### src/rtl/mips_run_controller.sv
// Run sequencer for the single-cycle MIPS core: host load,
// start/halt/timeout/abort control and data-memory readback.
module mips_run_controller #(
  parameter int DATA_W     = 32,
  parameter int ADDR_W     = 11,
  parameter int CNT_W      = 16,
  parameter int MAX_CYCLES = 65535
) (
  input  logic              clk,
  input  logic              rst,
  input  logic              host_valid,
  output logic              host_ready,
  input  logic              host_sel,
  input  logic [ADDR_W-1:0] host_addr,
  input  logic [DATA_W-1:0] host_wdata,
  input  logic              start,
  input  logic              abort,
  output logic              imem_we,
  output logic [ADDR_W-1:0] imem_addr,
  output logic [DATA_W-1:0] imem_wdata,
  output logic              dmem_host_en,
  output logic              dmem_we,
  output logic [ADDR_W-1:0] dmem_addr,
  output logic [DATA_W-1:0] dmem_wdata,
  input  logic [DATA_W-1:0] dmem_rdata,
  output logic              core_rst,
  input  logic              core_halt,
  input  logic              rd_req,
  input  logic [ADDR_W-1:0] rd_addr,
  output logic              rd_valid,
  output logic [DATA_W-1:0] rd_data,
  output logic [1:0]        state,
  output logic              busy,
  output logic              timeout,
  output logic [CNT_W-1:0]  cycle_count
);

  localparam logic [1:0] S_IDLE = 2'b00;
  localparam logic [1:0] S_RUN  = 2'b01;
  localparam logic [1:0] S_DONE = 2'b10;

  localparam logic [CNT_W-1:0] CNT_MAX =
    CNT_W'(MAX_CYCLES);

  logic [1:0]       state_q;
  logic             host_st;
  logic             rd_fire;
  logic [CNT_W-1:0] cnt_nxt;

  assign state        = state_q;
  assign host_st      = (state_q != S_RUN);
  assign busy         = ~host_st;
  assign host_ready   = host_st;
  assign dmem_host_en = host_st;
  assign core_rst     = host_st;

  assign imem_we    = host_st & host_valid & ~host_sel;
  assign imem_addr  = host_addr;
  assign imem_wdata = host_wdata;

  // A data write owns the shared address; a colliding read is dropped.
  assign dmem_we    = host_st & host_valid & host_sel;
  assign dmem_addr  = dmem_we ? host_addr : rd_addr;
  assign dmem_wdata = host_wdata;

  assign rd_fire = host_st & rd_req & ~dmem_we;

  assign cnt_nxt = (cycle_count == CNT_MAX) ?
    cycle_count : cycle_count + CNT_W'(1);

  always_ff @(posedge clk) begin
    if (rst) begin
      state_q     <= S_IDLE;
      cycle_count <= '0;
      timeout     <= 1'b0;
      rd_valid    <= 1'b0;
      rd_data     <= '0;
    end else begin
      rd_valid <= rd_fire;
      if (rd_fire)
        rd_data <= dmem_rdata;
      case (state_q)
        S_IDLE, S_DONE: begin
          if (start) begin
            state_q     <= S_RUN;
            cycle_count <= '0;
            timeout     <= 1'b0;
          end
        end
        S_RUN: begin
          cycle_count <= cnt_nxt;
          if (abort) begin
            state_q <= S_IDLE;
            timeout <= 1'b0;
          end else if (core_halt) begin
            state_q <= S_DONE;
            timeout <= 1'b0;
          end else if (cnt_nxt == CNT_MAX) begin
            state_q <= S_DONE;
            timeout <= 1'b1;
          end
        end
        default: state_q <= S_IDLE;
      endcase
    end
  end

endmodule
### config.mk
export PLATFORM = sky130hd
export DESIGN_NAME = mips_run_controller
export DESIGN_NICKNAME = d
export VERILOG_FILES = /design/src/rtl/mips_run_controller.sv
export SDC_FILE = /design/constraint.sdc
export NUM_CORES = 1
export LEC_CHECK = 0
export CELL_PAD_IN_SITES_DETAIL_PLACEMENT = 0
export CELL_PAD_IN_SITES_GLOBAL_PLACEMENT = 1
export CORE_AREA = 10 10 130 132
export CTS_BUF_LIST = sky130_fd_sc_hd__clkbuf_16
export DETAILED_ROUTE_END_ITERATION = 10
export DIE_AREA = 0 0 140 142
export PLACE_DENSITY = 0.78
export SYNTH_ARGS = -nofsm -noshare
export SYNTH_HDL_FRONTEND = slang
export SYNTH_SLANG_ARGS = --single-unit
### constraint.sdc
create_clock -name clk -period 2.5 [get_ports clk]
set_input_delay 0.5 -clock clk [delete_from_list [all_inputs] [get_ports clk]]
set_output_delay 0.5 -clock clk [all_outputs]
set_load 0.01 [all_outputs]
======== Word-level counts from Yosys, hierarchy flattened ========
Cells that the tools add are included.
operators by class
  add/subtract/negate cells ............... 1
  eq/ne operators ......................... 7
  muxes and demuxes ....................... 14
  bitwise gates (word level) .............. 8
  reductions and logical operators ........ 6
operators by type and width
  kind                     number
  $eq A16 B16 Y1 const B   2
  $mux W16                 2
  $pmux W16 S2             1
  $add A16 B1 Y16 const B  1
  $mux W11                 1
  $mux W2                  4
  $and A1 B1 Y1            5
  $mux W1                  4
  $ne A4 B4 Y1 const B     1
  $pmux W2 S2              1
  $reduce_and A2 Y1        2
  $not A1 Y1               3
  $reduce_and A3 Y1        1
  $eq A2 B1 Y1 const B     1
  $eq A2 B2 Y1 const B     1
  $logic_not A2 Y1         1
  $ne A2 B1 Y1 const B     1
  $ne A2 B2 Y1 const B     1
  $pmux W1 S2              1
  $reduce_bool A2 Y1       1
  $reduce_or A2 Y1         1
word-level totals
  register bits ........................... 52
  word-level logic and storage cells ...... 41

======== Longest topological paths before layout ========
Gate-level depths: netlist of run 1.
  depth after elaboration ................. 7
  depth in mapped cells ................... 9
  gate-level depth less buffers ........... 7

======== Worst setup path after synthesis of run 1 ========
Ideal clock, no wire load.
  kind .................................... reg2reg
  start point ............................. reg cycle_count[0]
  end point ............................... reg state_q[0], in the netlist state[0]
  setup time .............................. 117 ps
  data arrival time ....................... 2,129 ps
  required time ........................... 2,383 ps
  slack ................................... 253 ps
  cell stages (with the launch flop) ...... 9
  cells stage by stage .................... dfxtp_1 -> ha_1 -> buf_2 -> nand4_4 -> nor3_4 -> o221ai_2 -> a2111oi_2 -> o2111ai_1 -> a32o_1
on the way
  longest elaborated chain between the ends .. 5
  elaborated cells on any way between the ends .. 6
RTL lines
  item                                                      line    RTL
  from (decl)                                               35      output logic [CNT_W-1:0] cycle_count
  from (signal assigned)                                    91      cycle_count <= cnt_nxt;
  $add A16 B1 Y16 / $eq A16 B16 Y1 (equally long branches)  69, 68
  $mux W16 (*)                                              68      assign cnt_nxt = (cycle_count == CNT_MAX) ?
  $eq A16 B16 Y1 (*)                                        98      end else if (cnt_nxt == CNT_MAX) begin
  $ne A4 B4 Y1 (no line) (*)                                --
  $reduce_and A2 Y1 (no line) (*)                           --
  to (signal assigned)                                      73      state_q <= S_IDLE;
  to (signal assigned)                                      99      state_q <= S_DONE;
  to (signal assigned)                                      103     default: state_q <= S_IDLE;
  to (decl)                                                 45      logic [1:0] state_q;
Mark *: on every way between the ends. The rest lies on a longest branch, timed or not.
A chain may end at the register's enable or synchronous reset.

======== Worst setup path after layout of run 1 ========
  start point ............................. in host_sel
  end point ............................... out dmem_we
on the way
  longest elaborated chain between the ends .. 1
RTL lines
  item           line  RTL
  from (decl)    13    input logic host_sel,
  $and A1 B1 Y1  62    assign dmem_we = host_st & host_valid & host_sel;
  to (decl)      22    output logic dmem_we,
Every way passes these cells.

==> impl_metrics.ini, run 1 <==
[status]
status = finished clean

[power_and_ir_drop]
p_comb_share_pct = 21.3
p_leak_nw = 1.59
ir_drop_v = 0.000272
switching_share_pct = 27.5
internal_power_w = 0.00148
p_switching_w = 0.000562
p_clk_share_pct = 35.5
power_density_nw_per_um2 = 469
seq_power_share_pct = 43.2

[sta]
whs_ns = 0.456
clock_skew_ns = 0.00552
slew_headroom_pct = 59.8
fmax_mhz = 422
finalCriticalPeriod_ns = 2.37
worstMarginPinSlew_ns = 0.597
rsz0062_at_grt = false
fin_crit_sh_pct = 94.8
slew_violations = 0
setup_viol = 0
hold_viol = 0

[synthesis]
synth_flop_cell = dfxtp_1
ys_top_cells_by_area = dfxtp_1 34%, buf_4 19%, nand2_1 8.8%
synth-seq-area-share_pct = 33.7
synth_warnings = 0
synth_commonest_cells = 77 x buf_4, 72 x nand2_1, 52 x dfxtp_1
ys_types = 49
netlist.top_cell.by_area = dfxtp_1
synth_top_area_share_pct = 33.7
synth_most_common_cell = buf_4
synth_cells = 396
syn_area_um2 = 3090
syn-num-nets = 491
syn_avg_cell_area_um2 = 7.79
synth.ff_latch_count = 52
async_flop_share_pct = 0
synth_edf_count = 0

[routing]
viasPerCell = 4.51
routed_wl_mm = 10.4
num_vias = 2930
drc = 0
wl_per_cell_um = 16.1
drtIter0Drc = 192
drt_pass1_iterations = 4
ant_nets = 0

[die]
io_pins = 238
core_um2 = 14300
rows = 44
die_area_um2 = 19900
die_x_um = 140
die_y_um = 142
initial_utilization_pct = 21.6

[setup_path]
critPathMaxStageDelay_ns = 0.53
crit_buf_inv = 4
path_max_fanout = 14
critPathMostFrequentCell = clkdlybuf4s50_1
startpoint_type = input pin
worst-setup-path-type = in2out
crit_slowest_cell = clkdlybuf4s50_1
end_kind = output pin
crit_arrival_ns = 1.87
cp.required_ns = 2.00
crit_chain = clkdlybuf4s50_1 > nand3_1 > buf_12 > inv_1 > clkdlybuf4s50_1
cp_top_family = buffers and inverters

[final_layout]
regArea_um2 = 1040
num-fill-cells = 1552
final_util_pct = 30.4
final_layout_size_suffix_gt1_share_pct = 10.5
antenna_cells = 0
syn_to_final_growth_pct = 41.0
multi_input_area_um2 = 1350
nNetsFinal = 559

[placed_design]
portBuffers = 141
dp_hpwl_mm = 7.96
gp_congestion = 0.845

[clock_tree]
cts_buffers = 5
clk_path_buf_depth = 2
htree_levels = 2
clk_latency_ns = 0.30
cts_tree = done
postCtsSetupBuffers = 0
clk_pin_slew_ns = 0.08
cts_root_buf = clkbuf_16
cts.sinks = 52

[global_routing]
antenna_found_initial = 0
grt_util_all_layers_pct = 10.0
grt_max_degree = 34
grt_pass1_wl_mm = 16.4
grt_overflow = 0
first_global_vias = 3034

[worst_hold_path]
hold_path_class = reg2reg

[flow_run]
cap_violations = 0
[through the flow]
stage / total power [W] / TNS (ns) / instances / worst slack (ns) / area [um^2]
floorplan: 0.00119 / 0 / 396 / 0.253 / 3090
global placement: 0.00135 / -0.268 / 641 / -0.0265 / 4220
detailed placement: 0.00135 / -0.486 / 641 / -0.0542 / 4220
CTS: 0.00209 / 0 / 649 / 0.0766 / 4350
global route: 0.00215 / 0 / 649 / 0.0336 / 4350
finish: 0.00204 / 0 / 649 / 0.129 / 4350
[layer usage]
layer  part of all wire [%]  vias up  track usage [%]
met4                    1.3        0             3.15
met2                     46      120             16.1
li1                       -     1420                -
met1                     40     1374             11.0
met5                      0        -                0
met3                     12       16             5.81
[power by group through the flow]
stage | logic, W | clock network (W) | registers [W]
floorplan | 0.000267 | 0 | 0.000918
global placement | 0.000446 | 0 | 0.000900
detailed placement | 0.000451 | 0 | 0.000902
CTS | 0.000443 | 0.000763 | 0.000883
global route | 0.000475 | 0.000787 | 0.000887
finish | 0.000436 | 0.000724 | 0.000882
[cell type report]
cell class | instances | area share (%)
Clock buffer | 5 | 2.88
Clock inverter | 3 | 0.489
Inverter | 6 | 0.518
Multi-Input combinational cell | 237 | 30.9
Sequential cell | 52 | 23.9
Tap cell | 184 | 5.29
Timing Repair Buffer | 162 | 36.0
[kinds of logic (layout without fill, tap and decap cells)]
group / after synthesis / count (layout) / synth area share [%]
compound gates: 89 / 89 / 17.6
flops: 52 / 52 / 33.7
buf+inv: 107 / 176 / 22.7
mux: 12 / 12 / 4.34
xor+xnor: 3 / 3 / 0.852
simple gates: 132 / 132 / 20.4
fa+ha+maj: 1 / 1 / 0.405
[worst paths after layout]
kind | startpoint | cells past startpoint | slack (ns) | endpoint
max | host_sel | 5 | 0.13 | dmem_we
min | rd_data[17]$_SDFFE_PP0P_ | 2 | 0.46 | rd_data[17]$_SDFFE_PP0P_
max reg2reg | cycle_count[1]$_SDFFE_PP0P_ | 7 | 0.22 | state[0]$_SDFFE_PP0P_
min reg2reg | rd_data[17]$_SDFFE_PP0P_ | 2 | 0.46 | rd_data[17]$_SDFFE_PP0P_
[flip-flops by register name, summed over array words and instances (netlist names)]
register,cells
rd_valid,1
rd_data,32
cycle_count,16
timeout,1
state,2
[tightest hold or removal path, cell delays in order (launching register included)]
cell and delay, ns:
dfxtp_1 0.31, nand2_1 0.05, a21oi_1 0.05
[placed cells by master (no fill, tap or decap), drive strengths merged, types with 4 or more instances in the layout]
cell           count
inv                7
o31ai              5
a21oi             48
nand4              7
mux2              11
nand2b             4
buf               22
a31oi              5
and3               6
clkbuf             5
nand2             72
nor2              15
dfxtp             52
dlygate4sd2       11
clkdlybuf4s50    129
o21ai             12
nand3             12
nor3               6
[repair_timing]
item	CTS	global route
hold buffers	0	0
endpoints found under the setup margin	11	1
resized for setup	11	1
Note: power is estimated with default switching activity, not from simulation.
==> inputs of run 2 (changes only) <==
--- a/config.mk
+++ b/config.mk
@@ -5,12 +5,14 @@
 export SDC_FILE = /design/constraint.sdc
 export NUM_CORES = 1
 export LEC_CHECK = 0
+export CAP_MARGIN = 25
 export CELL_PAD_IN_SITES_DETAIL_PLACEMENT = 0
 export CELL_PAD_IN_SITES_GLOBAL_PLACEMENT = 1
 export CORE_AREA = 10 10 130 132
 export CTS_BUF_LIST = sky130_fd_sc_hd__clkbuf_16
 export DETAILED_ROUTE_END_ITERATION = 10
 export DIE_AREA = 0 0 140 142
+export MAX_ROUTING_LAYER = met4
 export PLACE_DENSITY = 0.78
 export SYNTH_ARGS = -nofsm -noshare
 export SYNTH_HDL_FRONTEND = slang
==> run 2 against run 1 <==
Net effect:
- utilization unchanged
- first-iteration DRC count decreased by 4.7%
- register-to-register slack about the same
- combinational power about the same
- sequential cell count unchanged
- count of clock-buffer cells in the layout unchanged
- clock power about the same
- setup slack improved by 0.00063 ns
- non-clock buffer count unchanged
- largest cell class unchanged
==> impl_metrics.ini, run 2 (synthesis results as in run 1) <==
[status]
status = finished clean

[placed_design]
portBuffers = 141
gp_congestion = 0.859
pre_cts_slack_ns = -0.0542
dp_hpwl_mm = 7.96
placed_cell_area_um2 = 4220

[setup_path]
crit_slowest_cell = clkdlybuf4s50_1
critPathMostFrequentCell = clkdlybuf4s50_1
cp.required_ns = 2.00
setup.worst_path.start = host_sel
cp_top_family = buffers and inverters
crit_chain = clkdlybuf4s50_1 > nand3_1 > buf_12 > inv_1 > clkdlybuf4s50_1
crit_buf_inv = 4
path_max_fanout = 14
critPathMaxStageDelay_ns = 0.53
worst-setup-path-type = in2out
r2r_start = cycle_count[1]$_SDFFE_PP0P_
crit_arrival_ns = 1.87
startpoint_type = input pin
end_kind = output pin

[global_routing]
grt_util_all_layers_pct = 10.3
grt_overflow = 0
grt_max_degree = 34
first_global_vias = 3041
antenna_found_initial = 0
grt_pass1_wl_mm = 16.3

[clock_tree]
postCtsSetupBuffers = 0
cts_tree = done
post_cts_resized = 11
hold_buffers = 0
htree_levels = 2
cts.sinks = 52
clk_pin_slew_ns = 0.08
clk_path_buf_depth = 2
cts_buffers = 5
clk_latency_ns = 0.30
cts_root_buf = clkbuf_16

[worst_hold_path]
hold_path_class = reg2reg
min-delay-start = rd_data[17]$_SDFFE_PP0P_

[sta]
hold_viol = 0
slew_violations = 0
setup_tns_ns = 0
worstMarginPinSlew_ns = 0.596
setup_ws_ns = 0.130
rsz0062_at_grt = false
fmax_mhz = 422
setup_viol = 0
fin_crit_sh_pct = 94.8
slew_headroom_pct = 59.9
clock_skew_ns = 0.00520
finalCriticalPeriod_ns = 2.37
whs_ns = 0.456

[die]
core_um2 = 14300
die_x_um = 140
rows = 44
io_pins = 238
die_y_um = 142
die_area_um2 = 19900
initial_utilization_pct = 21.6

[power_and_ir_drop]
seq_power_share_pct = 43.2
p_comb_share_pct = 21.4
power_density_nw_per_um2 = 469
p_clk_share_pct = 35.4
switching_share_pct = 27.5
ir_drop_v = 0.000273
p_switching_w = 0.000562
internal_power_w = 0.00148
p_leak_nw = 1.59

[final_layout]
final_util_pct = 30.4
antenna_cells = 0
largest_register_ff_count = 32
num-fill-cells = 1552
final_cell_mix = 129 x clkdlybuf4s50_1, 72 x nand2_1, 52 x dfxtp_1
layout_commonest_cell = clkdlybuf4s50_1
fin_area_um2 = 4350
syn_to_final_growth_pct = 41.0
nNetsFinal = 559
final_layout_size_suffix_gt1_share_pct = 10.5
max_flop_register = rd_data

[routing]
wl_per_cell_um = 16.1
ant_nets = 0
drtIter0Drc = 183
drt_pass1_iterations = 6
drc = 0
routed_wl_mm = 10.4
num_vias = 2960
viasPerCell = 4.56

[flow_run]
cap_violations = 0
[run 2: cell counts in the layout (fill, tap and decap cells not counted)]
Identical to the previous run, type by type.
[run 2: final cells by class]
type                       instances  area (um^2)  area share (%)
timing repair buffer             162         1570            36.0
clock inverter                     3         21.3           0.489
inverter                           6         22.5           0.518
multi-input combinational        237         1350            30.9
sequential                        52         1040            23.9
clock buffer                       5          125            2.88
tap                              184          230            5.29
[run 2: final timing paths]
| kind | endpoint | slack, ns | depth (start not counted) |
|---|---|---|---|
| worst max-delay path | dmem_we | 0.13 | 5 |
| worst min-delay path | rd_data[17]$_SDFFE_PP0P_ | 0.46 | 2 |
| worst max register to register | state[0]$_SDFFE_PP0P_ | 0.21 | 7 |
| worst min register to register | rd_data[17]$_SDFFE_PP0P_ | 0.46 | 2 |
[run 2: worst min-delay path, stage by stage (launching register included)]
cell and delay, ns:
dfxtp_1 0.31, nand2_1 0.05, a21oi_1 0.05
[run 2: power groups by stage]
| stage | clock (W) | combinational [W] | sequential (W) |
|---|---|---|---|
| final | 0.000723 | 0.000437 | 0.000882 |
| after global routing | 0.000787 | 0.000475 | 0.000887 |
| after CTS | 0.000763 | 0.000443 | 0.000883 |
| after detailed placement | 0 | 0.000451 | 0.000902 |
| after global placement | 0 | 0.000446 | 0.000900 |
| after floorplan | 0 | 0.000267 | 0.000918 |
[run 2: routing by layer]
layer | GRT usage (%) | wire length (um) | up-vias
li1 | - | - | 1418
met1 | 11.6 | 4470 | 1400
met2 | 16.2 | 4850 | 124
met3 | 4.51 | 982 | 18
met4 | 3.15 | 136 | 0
met5 | - | 0 | -
[run 2: per-stage QoR]
step	total power, W	cells
after floorplan	0.00119	396
after global placement	0.00135	641
after detailed placement	0.00135	641
after CTS	0.00209	649
after global routing	0.00215	649
final	0.00204	649
